File: src/rtl/fifo_hexdump_tx.sv
// Drains a first-word-fallthrough byte FIFO onto an 8N1 UART line, either as an
// ASCII hex dump (two digits plus space, CR/LF at line end) or as raw bytes.
module fifo_hexdump_tx #(
  parameter int unsigned DIVISOR        = 16,
  parameter bit          HEX            = 1'b1,
  parameter int unsigned BYTES_PER_LINE = 16
) (
  input  logic       clk,
  input  logic       reset,
  input  logic       data_available,
  input  logic [7:0] read_data,
  output logic       read_strobe,
  output logic       serial,
  output logic       busy
);

  localparam int unsigned DivW  = (DIVISOR > 1) ? $clog2(DIVISOR) : 1;
  localparam int unsigned LineW = (BYTES_PER_LINE > 1) ? $clog2(BYTES_PER_LINE) : 1;
  localparam logic [DivW-1:0]  DivLast  = DivW'(DIVISOR - 1);
  localparam logic [LineW-1:0] LineLast = LineW'(BYTES_PER_LINE - 1);

  typedef enum logic [2:0] {StIdle, StHi, StLo, StSep, StCr, StLf, StRaw} state_e;

  state_e           state_q, state_d;
  logic [7:0]       hold_q, hold_d;
  logic [LineW-1:0] line_q, line_d;

  logic             ser_active_q, ser_active_d;
  logic [3:0]       bit_q, bit_d;
  logic [DivW-1:0]  div_q, div_d;
  logic [7:0]       shift_q, shift_d;
  logic             serial_q, serial_d;

  logic             ser_done;
  logic             ser_start;
  logic [7:0]       ser_char;
  logic             pop;

  function automatic logic [7:0] hex_ascii(input logic [3:0] nib);
    return (nib < 4'd10) ? (8'h30 + {4'h0, nib}) : (8'h37 + {4'h0, nib});
  endfunction

  // Last cycle of the stop bit; the next character may be loaded in this cycle.
  assign ser_done = ser_active_q && (div_q == DivLast) && (bit_q == 4'd9);

  always_ff @(posedge clk) begin
    if (!reset) begin
      state_q <= StIdle;
    end else begin
      state_q <= state_d;
    end
  end

  always_comb begin
    state_d = state_q;
    unique case (state_q)
      StIdle:             if (pop) state_d = HEX ? StHi : StRaw;
      StHi:               if (ser_done) state_d = StLo;
      StLo:               if (ser_done) state_d = (line_q == LineLast) ? StCr : StSep;
      StCr:               if (ser_done) state_d = StLf;
      StSep, StLf, StRaw: if (ser_done) state_d = StIdle;
      default:            state_d = StIdle;
    endcase
  end

  // The first character of a record is built straight from read_data so the
  // start bit can go out on the cycle after the pop.
  always_comb begin
    pop       = 1'b0;
    ser_start = 1'b0;
    ser_char  = 8'h00;
    unique case (state_q)
      StIdle: begin
        pop       = reset && data_available && !ser_active_q;
        ser_start = pop;
        ser_char  = HEX ? hex_ascii(read_data[7:4]) : read_data;
      end
      StHi: begin
        ser_start = ser_done;
        ser_char  = hex_ascii(hold_q[3:0]);
      end
      StLo: begin
        ser_start = ser_done;
        ser_char  = (line_q == LineLast) ? 8'h0D : 8'h20;
      end
      StCr: begin
        ser_start = ser_done;
        ser_char  = 8'h0A;
      end
      default: ;
    endcase
  end

  assign read_strobe = pop;
  assign busy        = (state_q != StIdle) || ser_active_q;
  assign serial      = serial_q;

  always_comb begin
    hold_d       = pop ? read_data : hold_q;
    line_d       = line_q;
    ser_active_d = ser_active_q;
    bit_d        = bit_q;
    div_d        = div_q;
    shift_d      = shift_q;
    serial_d     = serial_q;

    if (ser_done && state_q == StLo && line_q != LineLast) begin
      line_d = line_q + 1'b1;
    end else if (ser_done && state_q == StLf) begin
      line_d = '0;
    end

    if (ser_active_q) begin
      if (div_q == DivLast) begin
        div_d = '0;
        if (bit_q == 4'd9) begin
          ser_active_d = 1'b0;
          serial_d     = 1'b1;
        end else begin
          // Shifting in ones leaves the stop bit in place after the 8 data bits.
          bit_d    = bit_q + 4'd1;
          serial_d = shift_q[0];
          shift_d  = {1'b1, shift_q[7:1]};
        end
      end else begin
        div_d = div_q + 1'b1;
      end
    end

    if (ser_start) begin
      ser_active_d = 1'b1;
      bit_d        = 4'd0;
      div_d        = '0;
      shift_d      = ser_char;
      serial_d     = 1'b0;
    end
  end

  always_ff @(posedge clk) begin
    if (!reset) begin
      hold_q       <= 8'h00;
      line_q       <= '0;
      ser_active_q <= 1'b0;
      bit_q        <= 4'd0;
      div_q        <= '0;
      shift_q      <= 8'h00;
      serial_q     <= 1'b1;
    end else begin
      hold_q       <= hold_d;
      line_q       <= line_d;
      ser_active_q <= ser_active_d;
      bit_q        <= bit_d;
      div_q        <= div_d;
      shift_q      <= shift_d;
      serial_q     <= serial_d;
    end
  end

endmodule

File: config.mk
export PLATFORM = sky130hd
export DESIGN_NAME = fifo_hexdump_tx
export DESIGN_NICKNAME = d
export VERILOG_FILES = /design/src/rtl/fifo_hexdump_tx.sv
export SDC_FILE = /design/constraint.sdc
export NUM_CORES = 1
export LEC_CHECK = 0
export CAP_MARGIN = 10
export CELL_PAD_IN_SITES_DETAIL_PLACEMENT = 0
export CELL_PAD_IN_SITES_GLOBAL_PLACEMENT = 1
export CORE_ASPECT_RATIO = 0.75
export CORE_UTILIZATION = 35
export CTS_CLUSTER_SIZE = 30
export DETAILED_ROUTE_END_ITERATION = 12
export GPL_TIMING_DRIVEN = 0
export PLACE_DENSITY = 0.63
export SYNTH_ARGS = -nofsm -noshare
export SYNTH_HDL_FRONTEND = slang
export SYNTH_SLANG_ARGS = --single-unit
File: constraint.sdc
create_clock -name clk -period 2.5 [get_ports clk]
set_input_delay 0.5 -clock clk [delete_from_list [all_inputs] [get_ports clk]]
set_output_delay 0.5 -clock clk [all_outputs]
set_load 0.01 [all_outputs]
* Word-level counts from Yosys, hierarchy flattened
Index checks and enable logic that the tools add are counted.
Cells by class: multipliers 0, $lt $le $gt $ge 2, add/sub/neg operators 7, shift operators 0, equality and inequality tests 16, div/mod/pow operators 0, mux-type cells 28, bitwise gates (word level) 2, reductions and logical operators 21
Operators by type and width (number):
- $mux 8 | 4
- $add 6x4->7 const A | 4
- $pmux 7 s4 | 1
- $mux 3 | 6
- $pmux 3 s5 | 1
- $mux 7 | 2
- $add 4x1->4 const B | 3
- $eq 4x4->1 const B | 3
- $mux 4 | 3
- $ne 2x2->1 const B | 6
- $eq 3x3->1 const B | 3
- $mux 1 | 9
- $lt 4x4->1 const B | 2
- $logic_and 1x1->1 | 7
- $eq 3x2->1 const B | 2
- $mux 6 | 1
- $reduce_and 3->1 | 2
- $reduce_bool 2->1 | 3
- $reduce_or 3->1 | 2
- $reduce_and 5->1 | 1
- $ne 4x4->1 const B | 1
- $eq 3x1->1 const B | 1
- $logic_not 3->1 | 1
- $reduce_bool 3->1 | 1
- 6 further kinds | 7
Storage, ports and cells: RAM bits 0, bits of input ports 11, output and inout bits 3, memory bits (read-only) 0, word-level logic and storage cells 84, memories 0, bits in latches 0, register bits 29

* Longest topological paths before layout
depth after elaboration 6, gate-level depth with buffers 8, depth with buffers taken out 7

* Least setup slack after synthesis
Ideal clock, no wire load.
kind register -> register, from reg bit_q[1], to reg shift_q[4], setup time 115 ps, stages on the path, launching flop included 9, clock period less this slack 1775 ps, slack 725 ps, path buffers 1, arrival time 1661 ps, required time 2385 ps, cells stage by stage dfxtp_1 > inv_1 > ha_1 > and3b_1 > nor2_1 > buf_2 > mux2i_1 > nor2_1 > o21a_1
Between the ends: cells in the longest elaborated chain, start to end 5, elaborated cells on any way between the ends 8, those cells by class eq/ne: 2; mux: 2; reduce/logical: 4
RTL lines:
- start, declared | RTL line 29 | logic [3:0] bit_q, bit_d;
- start signal, assigned | RTL line 152 | bit_q <= bit_d;
- $eq 4x4->1 (*) | RTL line 44, 116
- $logic_and 1x1->1 | RTL line 44 | assign ser_done = ser_active_q && (div_q == DivLast) && (bit_q == 4'd9);
- $pmux 1 s2 | RTL line 72 | unique case (state_q)
- $ne 2x2->1 (no source line) / $reduce_bool 2->1 (equally long branches)
- $reduce_and 3->1 (no source line)
- end signal, assigned | RTL line 154 | shift_q <= shift_d;
- end, declared | RTL line 31 | logic [7:0] shift_q, shift_d;
Mark *: on every way between the ends. The rest lies on a longest branch, timed or not. A chain may end at the register's enable or synchronous reset.

* Worst setup path in the final report
from reg state_q[0], to out read_strobe
Between the ends: cells in the longest elaborated chain, start to end 2
RTL lines:
- start, declared | RTL line 24 | state_e state_q, state_d;
- start signal, assigned | RTL line 48 | state_q <= StIdle;
- start signal, assigned | RTL line 50 | state_q <= state_d;
- $logic_not 3->1 | RTL line 72
- $mux 1 | RTL line 72
- end, declared | RTL line 12 | output logic read_strobe,
Every way passes these cells.

==> metrics.md <==
| Metric | Value |
|---|---|
| Status | `finished clean` |
| Worst skew pair latency | `around 0.27 ns` |
| Mapped cell area | `around 1800 sq um` |
| Sequential area share after synthesis | `between 30% and 40%` |
| Root buf cell | `clkbuf_8` |
| Final Hold Slack | `around 0.48 ns` |
| Row count | `22` |
| R2R depth | `8` |
| Slew Viols, Final | `0` |
| CTS Buf Count | `5` |
| CP startpoint kind | `register` |
| Initial antenna violation count | `0` |
| Global-route wire length before repair | `between 7000 and 8000 um` |
| DP Wirelength | `about 3400 um` |
| Final Hold Fails | `0` |
| Worst hold start | `shift_q[0]$_SDFFE_PN0P_` |
| R2r startpoint | `bit_q[1]$_SDFFE_PP0P_` |
| Hold Path Depth | `2` |
| Die area | `5471 sq um` |
| CTS max path bufs | `2` |
| DR pass1 iterations | `4` |
| Top cells by area, synth | `dfxtp_1, nand2_1, ha_1` |
| Non-Filler Instances | `300` |
| Share of synthesized flip-flops with an asynchronous set or reset | `0%` |
| N_diodes | `0` |
| Cell Pwr Density | `slightly above 500 nW/um^2` |
| Final min period | `about 2.4 ns` |
| Layout area overhead | `17.54%` |
| Largest net degree at the start of global routing | `11` |
| Max-Cap Viols | `0` |
| CP Data Required Time | `approximately 2.0 ns` |
| Worst-path clk slew | `0.06 ns` |
| Die Y | `64.31 um` |
| Slew Limit Headroom | `~61%` |
| Drc violations | `0` |
| Clock Skew | `0.003495 ns` |
| P_leak | `0.0008243 uW` |
| Worst-margin pin slew | `0.5833 ns` |
| Synth top area share | `32.04%` |
| Setup Viol. Count Final | `0` |
| Nets | `~260` |
| Cell taking the most area after synthesis | `dfxtp_1` |
| Tot GR Track Use | `18.19%` |
| Setup crit start | `state_q[0]$_SDFFE_PN0P_` |
| Initial Util | `a little under two fifths` |
| CTS Sinks | `29` |
| Syn_nets | `235` |
| Worst vdd ir | `~0.00025 V` |
| Yosys cell types | `53` |
| Most common cell after layout, fill and taps aside | `dfxtp_1` |
| Cells after Synth | `approximately 220` |
| Core area | `around 4900 sq um` |
| Share of post-route cells with drive strength above 1 | `11.25%` |
| Setup ws final | `0.08333 ns` |
| Overflow after GRT | `0` |
| Place WS | `-0.04556 ns` |
| Vias per cell | `roughly 5.5` |
| Routed WL per cell | `approximately 15 um` |
| Number of synthesized register bits | `29` |
| Main synth FF type | `dfxtp_1` |
| Number of flops mapped to enable cells by yosys | `0` |
| R2R Setup Slk | `0.47 ns` |
| First-iteration detailed-routing DRC count | `96` |
| Critical Path End Type | `output port` |
| Critical Path AT | `1.92 ns` |
| Syn Area/Cell | `8.311 sq um` |
| Worst hold path class | `reg2reg` |
| Placed insts | `approximately 290` |
| Final Wtd Congestion | `roughly 0.83` |
| Fmax | `~0.41 GHz` |
| Ports | `14` |
| Period utilization | `between 90% and 100%` |
| I/O Buffers | `13` |
| Post-DRT Antenna Nets | `0` |
| Die X | `approximately 85 um` |
| Commonest cells after routing, fill and taps aside | `dfxtp_1, nand2_1, nor2_1, o21ai_0, clkdlybuf4s50_1` |
| H-Tree Depth | `2` |
| YS warnings | `0` |
| Worst setup path class | `reg2out` |
| Via count | `1,638` |
| Final wirelength | `between 4000 and 5000 um` |
| CTS tree | `done` |
| Crit Path Max Fanout | `8` |
| Vias in the first global route | `between 1,500 and 2,000` |
critical path, stage by stage (launching register included):
cell and delay (ns):
dfxtp_1 0.29, buf_2 0.17, nor4_4 0.36, inv_4 0.10
nor2_8 0.17, clkdlybuf4s50_1 0.55
sequential cells by signal, summed over array words and instances, names as in the netlist:
signal / count
shift_q: 8
ser_active_q: 1
serial: 1
state_q: 3
line_q: 4
hold_q: 4
div_q: 4
bit_q: 4
stage by stage:
step	instance area, sq um	util (%)	power (uW)	TNS (ns)
floorplan	1812	-	634.6	0
global placement	2017	40.93	701.9	-0.09748
detailed placement	2017	40.93	702.9	-0.04556
CTS	2117	42.97	1101	0
global route	2130	43.22	1159	-0.0004181
finish	2130	43.22	1094	0
routing by layer:
metal | GRT usage (%) | up-vias | wire [um]
met5 | 0 | - | 0
met4 | 6.144 | 0 | 59
met3 | 4.780 | 8 | 184
met2 | 27.12 | 32 | 1928
met1 | 25.25 | 773 | 2337
li1 | - | 825 | -
synthesized netlist by cell type, types with 3 or more instances:
| cell | instances |
|---|---|
| nand4_1 | 3 |
| nor2_1 | 20 |
| o21a_1 | 4 |
| mux2i_1 | 6 |
| xnor2_1 | 4 |
| ha_1 | 6 |
| inv_1 | 10 |
| a21oi_1 | 9 |
| nand3_1 | 9 |
| o21ai_0 | 13 |
| dfxtp_1 | 29 |
| a21boi_0 | 7 |
| o22ai_1 | 3 |
| a211oi_1 | 3 |
| a22o_1 | 4 |
| nand2_1 | 24 |
| nor3b_1 | 4 |
| clkbuf_1 | 5 |
| buf_2 | 4 |
| o311a_1 | 3 |
| xor2_1 | 3 |
| nor3_1 | 3 |
| nor2b_1 | 7 |
kinds of logic (layout without fill, tap and decap cells):
kind of cell / after synthesis / in the layout / share of synthesized area, %
and+or+nand+nor: 85 / 85 / 25.48
muxes: 8 / 8 / 5.180
buffers and inverters: 22 / 44 / 5.595
adders and majority gates: 6 / 6 / 4.144
AOI/OAI and AO/OA: 61 / 61 / 24.17
xor gates and xnor gates: 7 / 7 / 3.384
DFF: 29 / 29 / 32.04
layout make-up:
class / instances / area, sq um
Fill cell: 464 / 2798
Multi-Input combinational cell: 167 / 1132
Sequential cell: 29 / 580.6
Timing Repair Buffer: 15 / 150.1
Clock buffer: 6 / 82.58
Tap cell: 60 / 75.07
Buffer: 11 / 57.56
Inverter: 11 / 43.79
Clock inverter: 1 / 7.507
power breakdown:
group          internal, uW  switching (uW)
Clock                   217             175
Combinational          96.0             112
Sequential              480            14.1
final timing paths:
kind                                                 to
worst max-delay path                        read_strobe
worst min register to register  shift_q[0]$_SDFFE_PN0P_
worst max register to register  shift_q[5]$_SDFFE_PN0P_
worst min-delay path            shift_q[0]$_SDFFE_PN0P_
what timing repair did:
item                       in CTS  in global routing
setup buffers                   1                  1
pin swaps                       1                  1
hold buffers                    0                  0
setup endpoints to repair       1                  1
gates resized for setup         1                  2
Note: power is estimated with default switching activity, not from simulation.
==> variant 1, RTL diff (same settings) <==
Encoding of `state_e`: now one-hot (7 bits for 7 states).
--- a/src/rtl/fifo_hexdump_tx.sv
+++ b/src/rtl/fifo_hexdump_tx.sv
@@ -20,5 +20,5 @@
   localparam logic [LineW-1:0] LineLast = LineW'(BYTES_PER_LINE - 1);
 
-  typedef enum logic [2:0] {StIdle, StHi, StLo, StSep, StCr, StLf, StRaw} state_e;
+  typedef enum logic [6:0] {StIdle = 7'b0000001, StHi = 7'b0000010, StLo = 7'b0000100, StSep = 7'b0001000, StCr = 7'b0010000, StLf = 7'b0100000, StRaw = 7'b1000000} state_e;
 
   state_e           state_q, state_d;
Behaviour: no difference found for any inputs over 10 cycles, from zero or initial values and one cycle with reset low; not proved beyond that.
==> variant 1 against the original RTL <==
Count of clock-buffer cells in the layout is 1 higher; area after synthesis is 3.9% higher; total power is 5.9% higher; global-route usage is 0.62 points higher; design area is 3.2% higher; wire length is 4.5% higher; die area is 3.8% higher; critical path type unchanged; utilization is 0.42 points higher; synthesized cell count is 7.3% higher; setup slack worse by 16 ps; sequential power is 9.7% higher; sequential cell count is 3 higher.
==> variant 1: results (changes against the original RTL) <==
Parameter                              Value

Run status
  Status    finished clean (unchanged)

Critical path
  Depth of the worst register-to-register path    9 (was 8)
  Launching element of the worst setup path    state_q[3] (was state_q[0])
  Setup slack, reg-to-reg    190 ps (was 470 ps)
  Cell at the slowest stage of the critical path    sky130_fd_sc_hd__or4_4 (was sky130_fd_sc_hd__clkdlybuf4s50_1)
  Worst setup path endpoint    busy (was read_strobe)
  Cell family contributing the most delay on the critical path    simple AND/OR/NAND/NOR gates (was buffers and inverters)
  Maximum fanout encountered on the critical timing path    9 (was 8)

Final layout
  Share of the core filled with cells    43.64% (was 43.22%)
  Total Nets Final    272 (was 257)
  Fraction of final layout cells sized beyond drive strength 1    9.412% (was 11.25%)
  Multi-input combinational cell count    181 (was 167)
  Clock network area share    4.382% (was 4.230%)
  Fill cell instance count of the final layout    564 (was 464)

Pwr
  Total combinational power    0.175 mW (was 0.208 mW)
  Power, Total    1.159 mW (was 1.094 mW)
  Int Pwr    0.8500 mW (was 0.7935 mW)

Clocking
  Total of cells resized after clock tree synthesis    5 (was 1)

Floorplanning
  Tap cells    72 (was 60)

Placement
  Placed inst area    0.002092 sq mm (was 0.002017 sq mm)
  Total half-perimeter wirelength after legalization and detailed placement    3.426 mm (was 3.393 mm)
  Placed cells    318 (was 291)

Synth
  Most area-consuming cells after synthesis    sky130_fd_sc_hd__dfxtp_1 34%, sky130_fd_sc_hd__a21oi_1 7.2%, sky130_fd_sc_hd__nand2_1 5.6% (was sky130_fd_sc_hd__dfxtp_1 32%, sky130_fd_sc_hd__nand2_1 5.0%, sky130_fd_sc_hd__ha_1 4.1%)
  Count of mapped cells out of synthesis    234 (was 218)
  Synth Area in Adders    3.989% (was 4.144%)
  Multiplexer share of the synthesized area    3.324% (was 5.180%)
  Fraction of the mapped netlist area in compound gates    23.94% (was 24.17%)
  Post-synth top cells    32 x sky130_fd_sc_hd__dfxtp_1, 28 x sky130_fd_sc_hd__nand2_1, 27 x sky130_fd_sc_hd__a21oi_1 (was 29 x sky130_fd_sc_hd__dfxtp_1, 24 x sky130_fd_sc_hd__nand2_1, 20 x sky130_fd_sc_hd__nor2_1)
  Sequential-to-total area share from yosys stat    34.04% (was 32.04%)
  Xor/xnor cell area share of the yosys netlist    3.723% (was 3.384%)
  Nets in the synthesized netlist    251 (was 235)
  Number of distinct library cell variants in the gate-level netlist after synthesis    52 (was 53)

Route
  Vias after detailed routing    1694 (was 1638)
  First DRT Iteration DRCs    47 (was 96)
  Vias per std cell    5.180 (was 5.460)
  Wire length reported by the detailed router    4.711 mm (was 4.509 mm)

STA
  Worst-case clock skew    5.871 ps (was 3.495 ps)
  Final Critical Period    2433 ps (was 2417 ps)
  Tightest hold margin    460.2 ps (was 478.9 ps)

GRT
  Combined global-route utilization of all metal layers    18.81% (was 18.19%)

Worst hold path
  Hold worst-path end    hold_q[0] (was shift_q[0])
variant 1: changes by cell type after synthesis, moves of 3 or more:
| cell | before | now |
|---|---|---|
| sky130_fd_sc_hd__a21boi_0 | 7 | 1 |
| sky130_fd_sc_hd__dfxtp_1 | 29 | 32 |
| sky130_fd_sc_hd__a21oi_1 | 9 | 27 |
| sky130_fd_sc_hd__nor2b_1 | 7 | 1 |
| sky130_fd_sc_hd__or3_1 | 1 | 6 |
| sky130_fd_sc_hd__buf_2 | 4 | 1 |
| sky130_fd_sc_hd__nand2b_1 | 0 | 4 |
| sky130_fd_sc_hd__nand2_1 | 24 | 28 |
variant 1: metal layers:
layer | part of all wire [%] | global-route usage (%) | routed length (microns)
met1 | 55 | 28.03 | 2602
met2 | 40 | 26.79 | 1900
met3 | 3.9 | 3.894 | 184
met4 | 0.53 | 5.625 | 25
met5 | 0 | 0 | 0
==> variant 2, RTL diff (config.mk and constraints unchanged) <==
Without the edit above. Set the parameter `BYTES_PER_LINE` to 8 (it was 16).
--- a/src/rtl/fifo_hexdump_tx.sv
+++ b/src/rtl/fifo_hexdump_tx.sv
@@ -4,5 +4,5 @@
   parameter int unsigned DIVISOR        = 16,
   parameter bit          HEX            = 1'b1,
-  parameter int unsigned BYTES_PER_LINE = 16
+  parameter int unsigned BYTES_PER_LINE = 8
 ) (
   input  logic       clk,
Formal check against the unedited RTL: no difference found for any inputs over 10 cycles, from zero or initial values and one cycle with reset low; that may be too few to reach the edited logic, so the function may still have changed.
==> variant 2 against the original RTL <==
Setup slack lost 31 ps; total power down 5.1%; sequential power decreased by 4%; fmax fell by 1.3%; design area fell by 6.6%; combinational power down 3%; utilization up 0.27 points; clock power fell by 8.2%; sequential cell count shrank 1; wire length decreased by 4.3%; area after synthesis down 5.7%; critical path type is now input pin to primary output; largest cell class unchanged; largest power group unchanged.
==> variant 2: results (changes against the original RTL) <==
Parameter                              Value

Run status
  Status    finished clean (unchanged)

GRT
  First-pass GRT wire length    7.307 mm (was 7.631 mm)
  Met2 Resource Use GR    26.64% (was 27.12%)

Route
  Met2 wire length    1.798 mm (was 1.928 mm)
  Routed len/inst    15.68 microns (was 15.03 microns)
  Vias per std cell    5.553 (was 5.460)

Synth
  Most area-consuming cells after synthesis    sky130_fd_sc_hd__dfxtp_1 33%, sky130_fd_sc_hd__ha_1 5.1%, sky130_fd_sc_hd__a21oi_1 4.7% (was sky130_fd_sc_hd__dfxtp_1 32%, sky130_fd_sc_hd__nand2_1 5.0%, sky130_fd_sc_hd__ha_1 4.1%)
  Fraction of the mapped netlist area in compound gates    25.92% (was 24.17%)
  Synth Area in Adders    5.124% (was 4.144%)
  Multiplexer share of the synthesized area    3.294% (was 5.180%)
  Count of mapped cells out of synthesis    200 (was 218)
  Xor/xnor cell area share of the yosys netlist    3.587% (was 3.384%)

Critical path
  Setup slack, reg-to-reg    490 ps (was 470 ps)
  Maximum fanout encountered on the critical timing path    6 (was 8)
  Origin of the critical flop-to-flop path    div_q[0] (was bit_q[1])
  Largest incremental delay on the critical path    640 ps (was 550 ps)
  Depth of the worst register-to-register path    7 (was 8)

STA
  Final Critical Period    2447 ps (was 2417 ps)
  Normalized max-slew margin    53.12% (was 61.03%)
  Worst-case clock skew    6.153 ps (was 3.495 ps)

Final layout
  Fraction of standard cell area in multi-input logic    52.36% (was 53.17%)
  Fraction of final layout cells sized beyond drive strength 1    15.14% (was 11.25%)

Clocking
  Clock transition at path regs    90 ps (was 60 ps)
  H-tree Lvls    1 (was 2)
  CTS Buf Count    3 (was 5)

Floorplanning
  Die X    82.69 microns (was 85.08 microns)

Pwr
  Leakage power total    0.7457 nW (was 0.8243 nW)
==> variant 2: power by group through the flow <==
stage / registers, mW / logic (mW) / clock network (mW)
2_1_floorplan: 0.485 / 0.129 / 0
3_3_place_gp: 0.487 / 0.193 / 0
3_5_place_dp: 0.488 / 0.198 / 0
4_1_cts: 0.477 / 0.201 / 0.378
5_1_grt: 0.480 / 0.222 / 0.396
6_report: 0.477 / 0.201 / 0.360
==> variant 2: worst min-delay path by stage <==
stage / slack, ps / to / startpoint
after floorplan: 430 / shift_q[5] / shift_q[5]
after global placement: 440 / shift_q[0] / shift_q[0]
after detailed placement: 450 / shift_q[0] / shift_q[0]
after CTS: 470 / shift_q[0] / shift_q[0]
after global routing: 490 / shift_q[0] / shift_q[0]
final: 460 / shift_q[0] / shift_q[0]
==> variant 2: what timing repair did <==
item,CTS,global route
hold endpoints to repair,0,0
endpoints found under the setup margin,1,1
pin swaps,1,1
gates resized for setup,1,0
buffers inserted,1,0
